[config.mk]
export PLATFORM = sky130hd
export DESIGN_NAME = filter_multicast_controller
export DESIGN_NICKNAME = d
export VERILOG_FILES = /design/src/rtl/noc_pkg.sv /design/src/rtl/sync_fifo.sv /design/src/rtl/filter_multicast_controller.sv
export SDC_FILE = /design/constraint.sdc
export NUM_CORES = 1
export LEC_CHECK = 0
export BUFFER_PORTS_ARGS = -buffer_cell sky130_fd_sc_hd__buf_2
export CELL_PAD_IN_SITES_DETAIL_PLACEMENT = 0
export CELL_PAD_IN_SITES_GLOBAL_PLACEMENT = 1
export CORE_MARGIN = 10
export CORE_UTILIZATION = 40
export CTS_CLUSTER_DIAMETER = 200
export CTS_CLUSTER_SIZE = 12
export DETAILED_ROUTE_END_ITERATION = 7
export PLACE_DENSITY = 0.89
export SLEW_MARGIN = 20
export SYNTH_ARGS = -nofsm -noshare
export SYNTH_HDL_FRONTEND = slang
export SYNTH_SLANG_ARGS = --single-unit
[constraint.sdc]
create_clock -name clk -period 2.83 [get_ports clk]
set_input_delay 0.4245 -clock clk [delete_from_list [all_inputs] [get_ports clk]]
set_output_delay 0.4245 -clock clk [all_outputs]
set_load 0.02 [all_outputs]
[src/rtl/noc_pkg.sv]
// Shared types and constants for the NoC filter multicast controller.
// The state encoding and the broadcast tag live here so every block uses the same values.
package noc_pkg;

  typedef enum logic [1:0] {
    ST_IDLE,
    ST_ACTIVE,
    ST_DRAIN,
    ST_DONE
  } ctrl_state_e;

  // A tag of all ones addresses every row (or column); slice it to the tag width in use.
  localparam int unsigned TAG_MAX_WIDTH = 32;
  localparam logic [TAG_MAX_WIDTH-1:0] TAG_WILDCARD = '1;

endpackage

[src/rtl/sync_fifo.sv]
// Single-clock FIFO with registered storage; the head entry is read directly from the array.
// DEPTH must be a power of two and at least 2.
module sync_fifo #(
  parameter int WIDTH = 16,
  parameter int DEPTH = 2
) (
  input  logic             clk,
  input  logic             reset,
  input  logic             push,
  input  logic [WIDTH-1:0] push_data,
  input  logic             pop,
  output logic [WIDTH-1:0] pop_data,
  output logic             full,
  output logic             empty
);

  localparam int AW = $clog2(DEPTH);
  localparam logic [AW:0] PTR_ONE = 1;

  logic [WIDTH-1:0] mem [DEPTH];
  logic [AW:0]      wr_ptr;
  logic [AW:0]      rd_ptr;

  logic do_push;
  logic do_pop;

  assign do_push = push && !full;
  assign do_pop  = pop && !empty;

  always_ff @(posedge clk) begin
    if (!reset) begin
      wr_ptr <= '0;
      rd_ptr <= '0;
    end else begin
      if (do_push) wr_ptr <= wr_ptr + PTR_ONE;
      if (do_pop)  rd_ptr <= rd_ptr + PTR_ONE;
    end
  end

  // NOTE: storage is deliberately left out of reset; the pointers alone decide which entries are live.
  always_ff @(posedge clk) begin
    if (do_push) mem[wr_ptr[AW-1:0]] <= push_data;
  end

  // The extra pointer bit tells a wrapped (full) buffer apart from an empty one.
  assign empty    = (wr_ptr == rd_ptr);
  assign full     = (wr_ptr[AW] != rd_ptr[AW]) && (wr_ptr[AW-1:0] == rd_ptr[AW-1:0]);
  assign pop_data = mem[rd_ptr[AW-1:0]];

endmodule

[src/rtl/filter_multicast_controller.sv]
// Accepts tagged filter-weight packets, keeps those addressed to this row/column (or broadcast),
// buffers them toward the PE and counts deliveries for one configured pass.
module filter_multicast_controller
  import noc_pkg::*;
#(
  parameter int DATA_WIDTH    = 16,
  parameter int ROW_TAG_WIDTH = 4,
  parameter int COL_TAG_WIDTH = 4,
  parameter int FIFO_DEPTH    = 2,
  parameter int CNT_WIDTH     = 8
) (
  input  logic                     clk,
  input  logic                     reset,
  input  logic                     cfg_load,
  input  logic [ROW_TAG_WIDTH-1:0] cfg_row_id,
  input  logic [COL_TAG_WIDTH-1:0] cfg_col_id,
  input  logic [CNT_WIDTH-1:0]     cfg_expected,
  input  logic                     in_valid,
  output logic                     in_ready,
  input  logic [DATA_WIDTH-1:0]    in_data,
  input  logic [ROW_TAG_WIDTH-1:0] in_row_tag,
  input  logic [COL_TAG_WIDTH-1:0] in_col_tag,
  output logic                     out_valid,
  input  logic                     out_ready,
  output logic [DATA_WIDTH-1:0]    out_data,
  output logic                     busy,
  output logic                     done,
  output logic [CNT_WIDTH-1:0]     match_count
);

  localparam logic [CNT_WIDTH-1:0]     CNT_ONE  = 1;
  localparam logic [ROW_TAG_WIDTH-1:0] ROW_WILD = TAG_WILDCARD[ROW_TAG_WIDTH-1:0];
  localparam logic [COL_TAG_WIDTH-1:0] COL_WILD = TAG_WILDCARD[COL_TAG_WIDTH-1:0];

  ctrl_state_e              state;
  logic [ROW_TAG_WIDTH-1:0] row_id_q;
  logic [COL_TAG_WIDTH-1:0] col_id_q;
  logic [CNT_WIDTH-1:0]     expected_q;
  logic                     busy_q;
  logic                     done_q;

  logic                  is_match;
  logic                  target_reached;
  logic                  accept_ready;
  logic                  fifo_push;
  logic                  fifo_pop;
  logic                  fifo_full;
  logic                  fifo_empty;
  logic [DATA_WIDTH-1:0] head_data;

  assign is_match       = ((in_row_tag == row_id_q) || (in_row_tag == ROW_WILD)) &&
                          ((in_col_tag == col_id_q) || (in_col_tag == COL_WILD));
  assign target_reached = (match_count == expected_q);

  // Once the target count is reached nothing more is taken, so the count can never overshoot.
  // Fullness is judged before any same-cycle pop, keeping in_ready independent of out_ready.
  assign accept_ready = (state == ST_ACTIVE) && !target_reached && (!is_match || !fifo_full);
  assign fifo_push    = in_valid && accept_ready && is_match;
  assign fifo_pop     = out_valid && out_ready;

  sync_fifo #(
    .WIDTH (DATA_WIDTH),
    .DEPTH (FIFO_DEPTH)
  ) u_fifo (
    .clk       (clk),
    .reset     (reset),
    .push      (fifo_push),
    .push_data (in_data),
    .pop       (fifo_pop),
    .pop_data  (head_data),
    .full      (fifo_full),
    .empty     (fifo_empty)
  );

  // Handshake and status outputs are forced low while reset is asserted, before the first edge lands.
  assign in_ready  = reset && accept_ready;
  assign out_valid = reset && !fifo_empty;
  assign out_data  = out_valid ? head_data : '0;
  assign busy      = reset && busy_q;
  assign done      = reset && done_q;

  always_ff @(posedge clk) begin
    if (!reset) begin
      state       <= ST_IDLE;
      row_id_q    <= '0;
      col_id_q    <= '0;
      expected_q  <= '0;
      match_count <= '0;
      busy_q      <= 1'b0;
      done_q      <= 1'b0;
    end else begin
      done_q <= 1'b0;
      unique case (state)
        ST_IDLE: begin
          if (cfg_load) begin
            row_id_q    <= cfg_row_id;
            col_id_q    <= cfg_col_id;
            expected_q  <= cfg_expected;
            match_count <= '0;
            busy_q      <= 1'b1;
            state       <= ST_ACTIVE;
          end
        end
        ST_ACTIVE: begin
          if (fifo_push) match_count <= match_count + CNT_ONE;
          if (target_reached) state <= ST_DRAIN;
        end
        ST_DRAIN: begin
          if (fifo_empty) begin
            done_q <= 1'b1;
            state  <= ST_DONE;
          end
        end
        ST_DONE: begin
          busy_q <= 1'b0;
          state  <= ST_IDLE;
        end
        default: state <= ST_IDLE;
      endcase
    end
  end

endmodule

==> flow_summary.ini, run 1 <==
[clocking]
htree_levels = 3
cts-resized-gates = 0
numCtsBuffers = 9
clock_sinks = 65
worst_setup_hold_path_clk_slew_ns = 0.08
clock_path_buffers = 2
worstSkewPairLatency_ns = 0.34
post-cts-setup-buffers = 0
cts_tree = built
root_buffer = clkbuf_8
hold_buffers = 0

[placed_design]
detailed_place_hpwl_um = 4850
portBuffers = 72
gp_congestion = 0.791
placed_cell_area_um2 = 3370
place_ws_ns = 0.275

[synthesis]
yosysWarnings = 0
syn_inst = 274
ys_seq_elements = 65
synth_top_area_cell = edfxtp_1
netlist.area_leader.share_pct = 33.1
async_flop_share_pct = 0
seq_area_frac_synth_pct = 55.8
synth.distinct_cells = 33
synth_area_um2 = 2910
avgSynthCellArea_um2 = 10.6
synth_fp_nets = 324
synth_edf_count = 32
synthFlopType = dfxtp_1
synth.area.top_cells = edfxtp_1 33%, dfxtp_1 23%, mux2i_1 6.2%

[timing]
relSlewSlack_pct = 38.8
setup_tns_ns = 0
hold_viol = 0
setup_viol = 0
rsz0062_at_grt = false
fin_crit_ns = 2.50
worstMarginPinSlew_ns = 0.916
period_share_pct = 88.2
max_freq_mhz = 401
finalWorstSetupSlack_ns = 0.334
slew_viol_final = 0
skew_ns = 0.00936

[global_routing]
antenna_found_initial = 0
grt_pass1_vias = 2282
grt_pass1_wl_um = 10800
grt_max_degree = 23
gr-total-overflow = 0
grt_usage_pct = 11.9

[drt]
drt-total-wl_um = 6490
drc = 0
firstDrtPassIters = 4
wl_per_cell_um = 14.3
via_per_inst = 4.89
ant_nets = 0
vias = 2213
drtIter0Drc = 111

[hold_path]
min-delay-start = in_data[3]
hold_class = primary input to flop
whs_path_depth = 1

[run_status]
status = complete, no violations

[final_layout]
area_growth_syn_to_layout_pct = 23.4
drive_gt1_share_pct = 27.1
finalInstanceArea_um2 = 3590
diodes = 0
nNetsFinal = 399

[worst_setup_path]
r2r-end = u_fifo.mem[0][7]
cp.arrival_ns = 2.07
crit_start = col_id_q[1]
crit_required_ns = 2.41
path_max_fanout = 10
reg2reg_slack_ns = 0.54
worst-path-stages = 5
crit_end = in_ready
cp-end-kind = output port
path_buf_inv = 1
crit_slowest_cell = o41ai_1
reg2reg_depth = 6
worst-setup-path-type = flop to output port
crit_path_start_kind = flop
r2r-start = col_id_q[1]
cpPeakStageDelay_ns = 0.49
crit_family = compound AO/OA/AOI/OAI gates
crit_chain = xor2_1 -> o41ai_1 -> and2_1 -> a21oi_1 -> buf_2

[die]
io_pins = 73
die_w_um = 105
die_area_um2 = 11100
start_util_pct = 40.5
core_um2 = 7180
die_y_um = 105
rows = 31

[pwr]
power_mw = 2.41
p_leak_nw = 1.54
power.density_nw_per_um2 = 671
peakVddDrop_v = 0.000306

[flow_run]
cap_violations = 0
==> sequential cells by signal (all words and copies together) (netlist names), named ones only <==
register,count
expected_q,8
busy_q,1
done_q,1
row_id_q,4
col_id_q,4
u_fifo.mem,32
state,2
u_fifo.wr_ptr,2
u_fifo.rd_ptr,2
match_count,8
==> layer usage <==
metal,share of wire (%),vias up,global-route usage (%)
met3,7.3,11,4.63
li1,-,1111,-
met1,47,1013,15.1
met5,0,-,0
met2,44,78,17.1
met4,2.2,0,6.57
==> final cells by class <==
class                   instances  area (um2)
fillers                       669        3590
well taps                      99         124
multi-input cells             191        1210
repair buffers                 75         383
clock buffers                   9         124
clock inverters                 7        95.1
inverters                       7        26.3
flip-flops and latches         65        1620
==> where the power goes <==
group          internal [mW]  total (mW)  switching (mW)  leakage (nW)
logic                  0.190       0.468           0.278         0.871
clock network          0.495       0.849           0.354         0.109
registers               1.05        1.09          0.0424         0.556
total                   1.73        2.41           0.675          1.54
==> worst min-delay path by stage <==
| stage | end | slack [ns] |
|---|---|---|
| floorplan | busy_q | 0.45 |
| global placement | expected_q[3] | 0.46 |
| detailed placement | expected_q[2] | 0.47 |
| CTS | u_fifo.mem[0][3] | 0.25 |
| global route | u_fifo.mem[1][3] | 0.25 |
| finish | u_fifo.mem[0][3] | 0.27 |
==> cells in the mapped netlist (6+ instances only) <==
library cell	n
edfxtp_1	32
dfxtp_1	33
inv_1	7
a21oi_1	21
a31oi_1	12
nand2b_1	9
and3_1	6
nand2_1	41
nor2_1	24
clkbuf_1	8
xor2_1	19
mux2i_1	18
==> cells in the final DEF, fill, tap and decap left out, types with 6 or more instances in the layout <==
cell	Yosys	final
clkbuf_8	0	9
nand2_1	41	41
a21oi_1	21	21
dfxtp_1	33	33
nand2b_1	9	9
nor2_1	24	24
and3_1	6	6
edfxtp_1	32	32
a31oi_1	12	12
buf_2	3	72
mux2i_1	18	18
xor2_1	19	19
inv_1	7	7
==> metrics by stage <==
stage,util [%],instances,hold WS (ns)
floorplan,-,274,0.446
global placement,46.9,437,0.459
detailed placement,46.9,437,0.465
CTS,50.0,453,0.251
global route,50.0,453,0.252
finish,50.0,453,0.272
==> cell families after synthesis <==
family                   Yosys count  synth area share (%)
AND/OR/NAND/NOR                   97                  16.3
flip-flops                        65                  55.8
AO/OA/AOI/OAI                     50                  10.7
XOR/XNOR                          21                  6.33
buffers and inverters             18                  2.45
multiplexers                      18                  6.20
adder cells (fa/ha/maj)            5                  2.15
Power figures use the tool's default switching activity.
==> run 2: changes to the inputs <==
--- a/config.mk
+++ b/config.mk
@@ -6,6 +6,7 @@
 export NUM_CORES = 1
 export LEC_CHECK = 0
 export BUFFER_PORTS_ARGS = -buffer_cell sky130_fd_sc_hd__buf_2
+export CAP_MARGIN = 10
 export CELL_PAD_IN_SITES_DETAIL_PLACEMENT = 0
 export CELL_PAD_IN_SITES_GLOBAL_PLACEMENT = 1
 export CORE_MARGIN = 10
@@ -13,8 +14,8 @@
 export CTS_CLUSTER_DIAMETER = 200
 export CTS_CLUSTER_SIZE = 12
 export DETAILED_ROUTE_END_ITERATION = 7
-export PLACE_DENSITY = 0.89
-export SLEW_MARGIN = 20
+export PLACE_DENSITY = 0.88
+export SLEW_MARGIN = 30
 export SYNTH_ARGS = -nofsm -noshare
 export SYNTH_HDL_FRONTEND = slang
 export SYNTH_SLANG_ARGS = --single-unit
==> run 2 against run 1 <==
Against the previous run:
- wire length up 2.1%
- via count down 0.45%
- largest cell class unchanged
- clock skew down 0.0061 ns
==> flow_summary.ini, run 2 (synthesized netlist as in run 1, its figures left out) <==
[run_status]
status = complete, no violations

[drt]
drt-total-wl_um = 6630
vias = 2203
drtIter0Drc = 94
wl_per_cell_um = 14.6
via_per_inst = 4.86
ant_nets = 0
firstDrtPassIters = 4
drc = 0

[placed_design]
portBuffers = 72
dp_cells = 437
place_ws_ns = 0.519
gp_congestion = 0.798
detailed_place_hpwl_um = 4960

[timing]
rsz0062_at_grt = false
skew_ns = 0.00323
relSlewSlack_pct = 38.4
fin_crit_ns = 2.36
max_freq_mhz = 424
hold_viol = 0
finalWorstSetupSlack_ns = 0.469
setup_viol = 0
worstMarginPinSlew_ns = 0.922
slew_viol_final = 0
period_share_pct = 83.4
setup_tns_ns = 0

[clocking]
root_buffer = clkbuf_8
cts-resized-gates = 0
clock_path_buffers = 2
clock_sinks = 65
worst_setup_hold_path_clk_slew_ns = 0.07
htree_levels = 3
numCtsBuffers = 9
post-cts-setup-buffers = 0
cts_tree = built
worstSkewPairLatency_ns = 0.34
hold_buffers = 0

[global_routing]
grt_pass1_wl_um = 11000
grt_usage_pct = 12.1
grt_max_degree = 23
gr-total-overflow = 0
grt_pass1_vias = 2324
antenna_found_initial = 0

[final_layout]
area_growth_syn_to_layout_pct = 23.1
finalNonFillerCells = 453
largest_register_ffs = 32
drive_gt1_share_pct = 26.8
diodes = 0
layout_commonest_cell = buf_2
nNetsFinal = 399
n_fill_cell = 697
mostFrequentLayoutCells = 72 x buf_2, 41 x nand2_1, 33 x dfxtp_1
fin_util_pct = 49.9

[pwr]
peakVddDrop_v = 0.000319
p_leak_nw = 1.53
power.density_nw_per_um2 = 669
power_mw = 2.39

[flow_run]
cap_violations = 0

[worst_setup_path]
crit_path_start_kind = flop
path_max_fanout = 9
crit_slowest_cell = dfxtp_1
path_buf_inv = 1
worst-setup-path-type = flop to output port
crit_chain = xor2_1 -> nor4_4 -> a21boi_2 -> nand2_1 -> a21oi_1 -> buf_2
cpPeakStageDelay_ns = 0.45
crit_family = compound AO/OA/AOI/OAI gates
cp.arrival_ns = 1.94
crit_required_ns = 2.41
cp-end-kind = output port

[die]
start_util_pct = 40.5
io_pins = 73
die_y_um = 105
die_w_um = 105
core_um2 = 7180
rows = 31
die_area_um2 = 11100

[hold_path]
hold_class = primary input to flop
[run 2: cell count changes in the layout (fill, tap and decap cells not counted)]
cell,previous run,this run
clkinv_4,2,0
clkinv_2,2,3
clkbuf_1,0,1
[run 2: area by class of cell]
cell class	instances	area (um2)	area share [%]
Clock inverter	6	82.6	2.31
Tap cell	99	124	3.46
Inverter	7	26.3	0.735
Multi-Input combinational cell	191	1210	33.9
Clock buffer	10	128	3.57
Sequential cell	65	1620	45.3
Timing Repair Buffer	75	383	10.7
[run 2: power by group]
group,total (mW),switching [mW],internal [mW]
sequential,1.09,0.0433,1.05
combinational,0.463,0.279,0.184
clock,0.839,0.348,0.491
total,2.39,0.670,1.72
[run 2: routing by layer]
metal	GRT usage, %	wire length, um
met3	5.66	582
met5	0	0
met2	18.9	2910
met1	14.4	3050
met4	3.53	83
[run 2: per-stage QoR]
stage               hold WS (ns)  cell area, um2
floorplan                  0.446            2910
global placement           0.456            3370
detailed placement         0.462            3370
CTS                        0.260            3580
global route               0.257            3580
finish                     0.271            3580
[run 2: path summary, 6_finish.rpt]
kind                        from                 to  slack [ns]  cells past startpoint
setup / recovery  match_count[5]           in_ready        0.47                      6
hold / removal        in_data[4]   u_fifo.mem[0][4]        0.27                      1
setup reg to reg     col_id_q[1]  u_fifo.mem[0][12]        0.76                      6
hold reg to reg    expected_q[5]      expected_q[5]        0.47                      2
==> run 3: changes to the inputs <==
--- a/config.mk
+++ b/config.mk
@@ -10,11 +10,11 @@
 export CELL_PAD_IN_SITES_DETAIL_PLACEMENT = 0
 export CELL_PAD_IN_SITES_GLOBAL_PLACEMENT = 1
 export CORE_MARGIN = 10
-export CORE_UTILIZATION = 40
+export CORE_UTILIZATION = 36
 export CTS_CLUSTER_DIAMETER = 200
 export CTS_CLUSTER_SIZE = 12
 export DETAILED_ROUTE_END_ITERATION = 7
-export PLACE_DENSITY = 0.88
+export PLACE_DENSITY = 0.84
 export SLEW_MARGIN = 30
 export SYNTH_ARGS = -nofsm -noshare
 export SYNTH_HDL_FRONTEND = slang
==> constraint.sdc (replaced) <==
create_clock -name clk -period 2.1 [get_ports clk]
set_input_delay 0.315 -clock clk [delete_from_list [all_inputs] [get_ports clk]]
set_output_delay 0.315 -clock clk [all_outputs]
set_load 0.02 [all_outputs]
==> run 3 against run 2 <==
Against the previous run:
- combinational power rose by 56%
- critical path depth unchanged
- worst hold slack lost 0.11 ns
- first-iteration DRC count grew 21%
- global-route usage down 1.2 points
- wire length down 0.98%
- clock power is 56% higher
- register-to-register slack got worse by 0.51 ns
- critical path type unchanged
==> flow_summary.ini, run 3 (synthesized netlist as in run 1, its figures left out) <==
[run_status]
status = complete, no violations

[final_layout]
area_growth_syn_to_layout_pct = 31.0
layout_commonest_cell = buf_2
mostFrequentLayoutCells = 72 x buf_2, 40 x nand2_1, 32 x edfxtp_1
drive_gt1_share_pct = 33.6
finalNonFillerCells = 465
largest_register_ffs = 32
nNetsFinal = 408
n_fill_cell = 741
diodes = 0
finalInstanceArea_um2 = 3810
fin_util_pct = 48.8

[clocking]
clock_sinks = 65
clock_path_buffers = 2
worstSkewPairLatency_ns = 0.34
htree_levels = 3
worst_setup_hold_path_clk_slew_ns = 0.07
root_buffer = clkbuf_8
cts_tree = built
hold_buffers = 0
numCtsBuffers = 9

[timing]
rsz0062_at_grt = true
fin_crit_ns = 2.03
holdWs_ns = 0.163
slew_viol_final = 0
skew_ns = 0.0111
setup_viol = 0
max_freq_mhz = 492
period_share_pct = 96.8
finalWorstSetupSlack_ns = 0.0673
worstMarginPinSlew_ns = 0.722
hold_viol = 0
setup_tns_ns = 0
relSlewSlack_pct = 51.8

[die]
io_pins = 73
die_area_um2 = 12100
rows = 32
die_w_um = 110
core_um2 = 7810
die_y_um = 110
start_util_pct = 37.2

[placed_design]
detailed_place_hpwl_um = 4940
portBuffers = 72
gp_congestion = 0.750
dp_cells = 448
place_ws_ns = 0.0458
placed_cell_area_um2 = 3470

[worst_setup_path]
cp-end-kind = output port
worst-setup-path-type = flop to output port
cp.arrival_ns = 1.72
path_max_fanout = 4
crit_path_start_kind = flop
crit_required_ns = 1.78

[pwr]
p_leak_nw = 1.62
peakVddDrop_v = 0.000513
power_mw = 3.50
power.density_nw_per_um2 = 919

[hold_path]
hold_class = primary input to flop

[global_routing]
grt_max_degree = 23
grt_pass1_wl_um = 10200
grt_util_met1_pct = 12.7
grt_usage_pct = 10.9
grt_pass1_vias = 2139
gr-total-overflow = 0
antenna_found_initial = 0
grtUsageMet3_pct = 5.15
grtUsageMet2_pct = 16.6
grt-busiest-layer = met2

[drt]
drtIter0Drc = 114
drt-total-wl_um = 6560
firstDrtPassIters = 4
drc = 0
ant_nets = 0
vias = 2245
via_per_inst = 4.83
wl_per_cell_um = 14.1

[flow_run]
cap_violations = 0
-- run 3: cell types whose count changed in the layout (fill, tap and decap cells not counted), moves of 2 or more --
cell / previous run / this run
inv_6: 0 / 2
dfxtp_1: 33 / 28
clkinv_4: 0 / 2
o41ai_1: 2 / 0
o41ai_2: 0 / 2
xor2_1: 19 / 15
buf_4: 3 / 10
clkinv_2: 3 / 0
buf_12: 0 / 2
xor2_2: 0 / 4
nor2_1: 24 / 22
dfxtp_2: 0 / 4
-- run 3: worst paths after layout --
kind                      start          endpoint  slack (ns)  cells after the start
setup / recovery  expected_q[3]          in_ready        0.07                      6
hold / removal       in_data[3]  u_fifo.mem[1][3]        0.16                      1
setup reg to reg    col_id_q[1]  u_fifo.mem[0][7]        0.25                      6
hold reg to reg   expected_q[4]     expected_q[4]        0.47                      2
-- run 3: power breakdown --
group | total, mW | switching [mW] | internal (mW)
Sequential | 1.47 | 0.0615 | 1.41
Clock | 1.31 | 0.506 | 0.800
Combinational | 0.720 | 0.409 | 0.310
-- run 3: what timing repair did --
item / CTS / global route
pin swaps: 0 / 1
endpoints found under the setup margin: 17 / 19
setup buffers: 0 / 1
gates cloned: 0 / 0
resized for setup: 5 / 13
-- run 3: area by class of cell --
| type | count | area, um2 | area share (%) |
|---|---|---|---|
| flip-flops and latches | 65 | 1630 | 42.8 |
| well taps | 102 | 128 | 3.35 |
| multi-input cells | 191 | 1300 | 34.1 |
| clock buffers | 9 | 124 | 3.25 |
| repair buffers | 84 | 475 | 12.5 |
| clock inverters | 7 | 125 | 3.29 |
| inverters | 7 | 26.3 | 0.690 |
-- run 3: worst max-delay path, stage by stage, from the launching register on --
cell,delay [ns]
dfxtp_1,0.32
xor2_1,0.18
nor4_4,0.47
a21boi_4,0.12
nand2_1,0.09
a21oi_1,0.04
buf_2,0.16
-- run 3: per-layer routing --
| layer | up-vias | share of wire [%] |
|---|---|---|
| met5 | - | 0 |
| met4 | 0 | 1.8 |
| met3 | 9 | 10 |
| met2 | 74 | 44 |
| met1 | 1031 | 44 |
| li1 | 1131 | - |
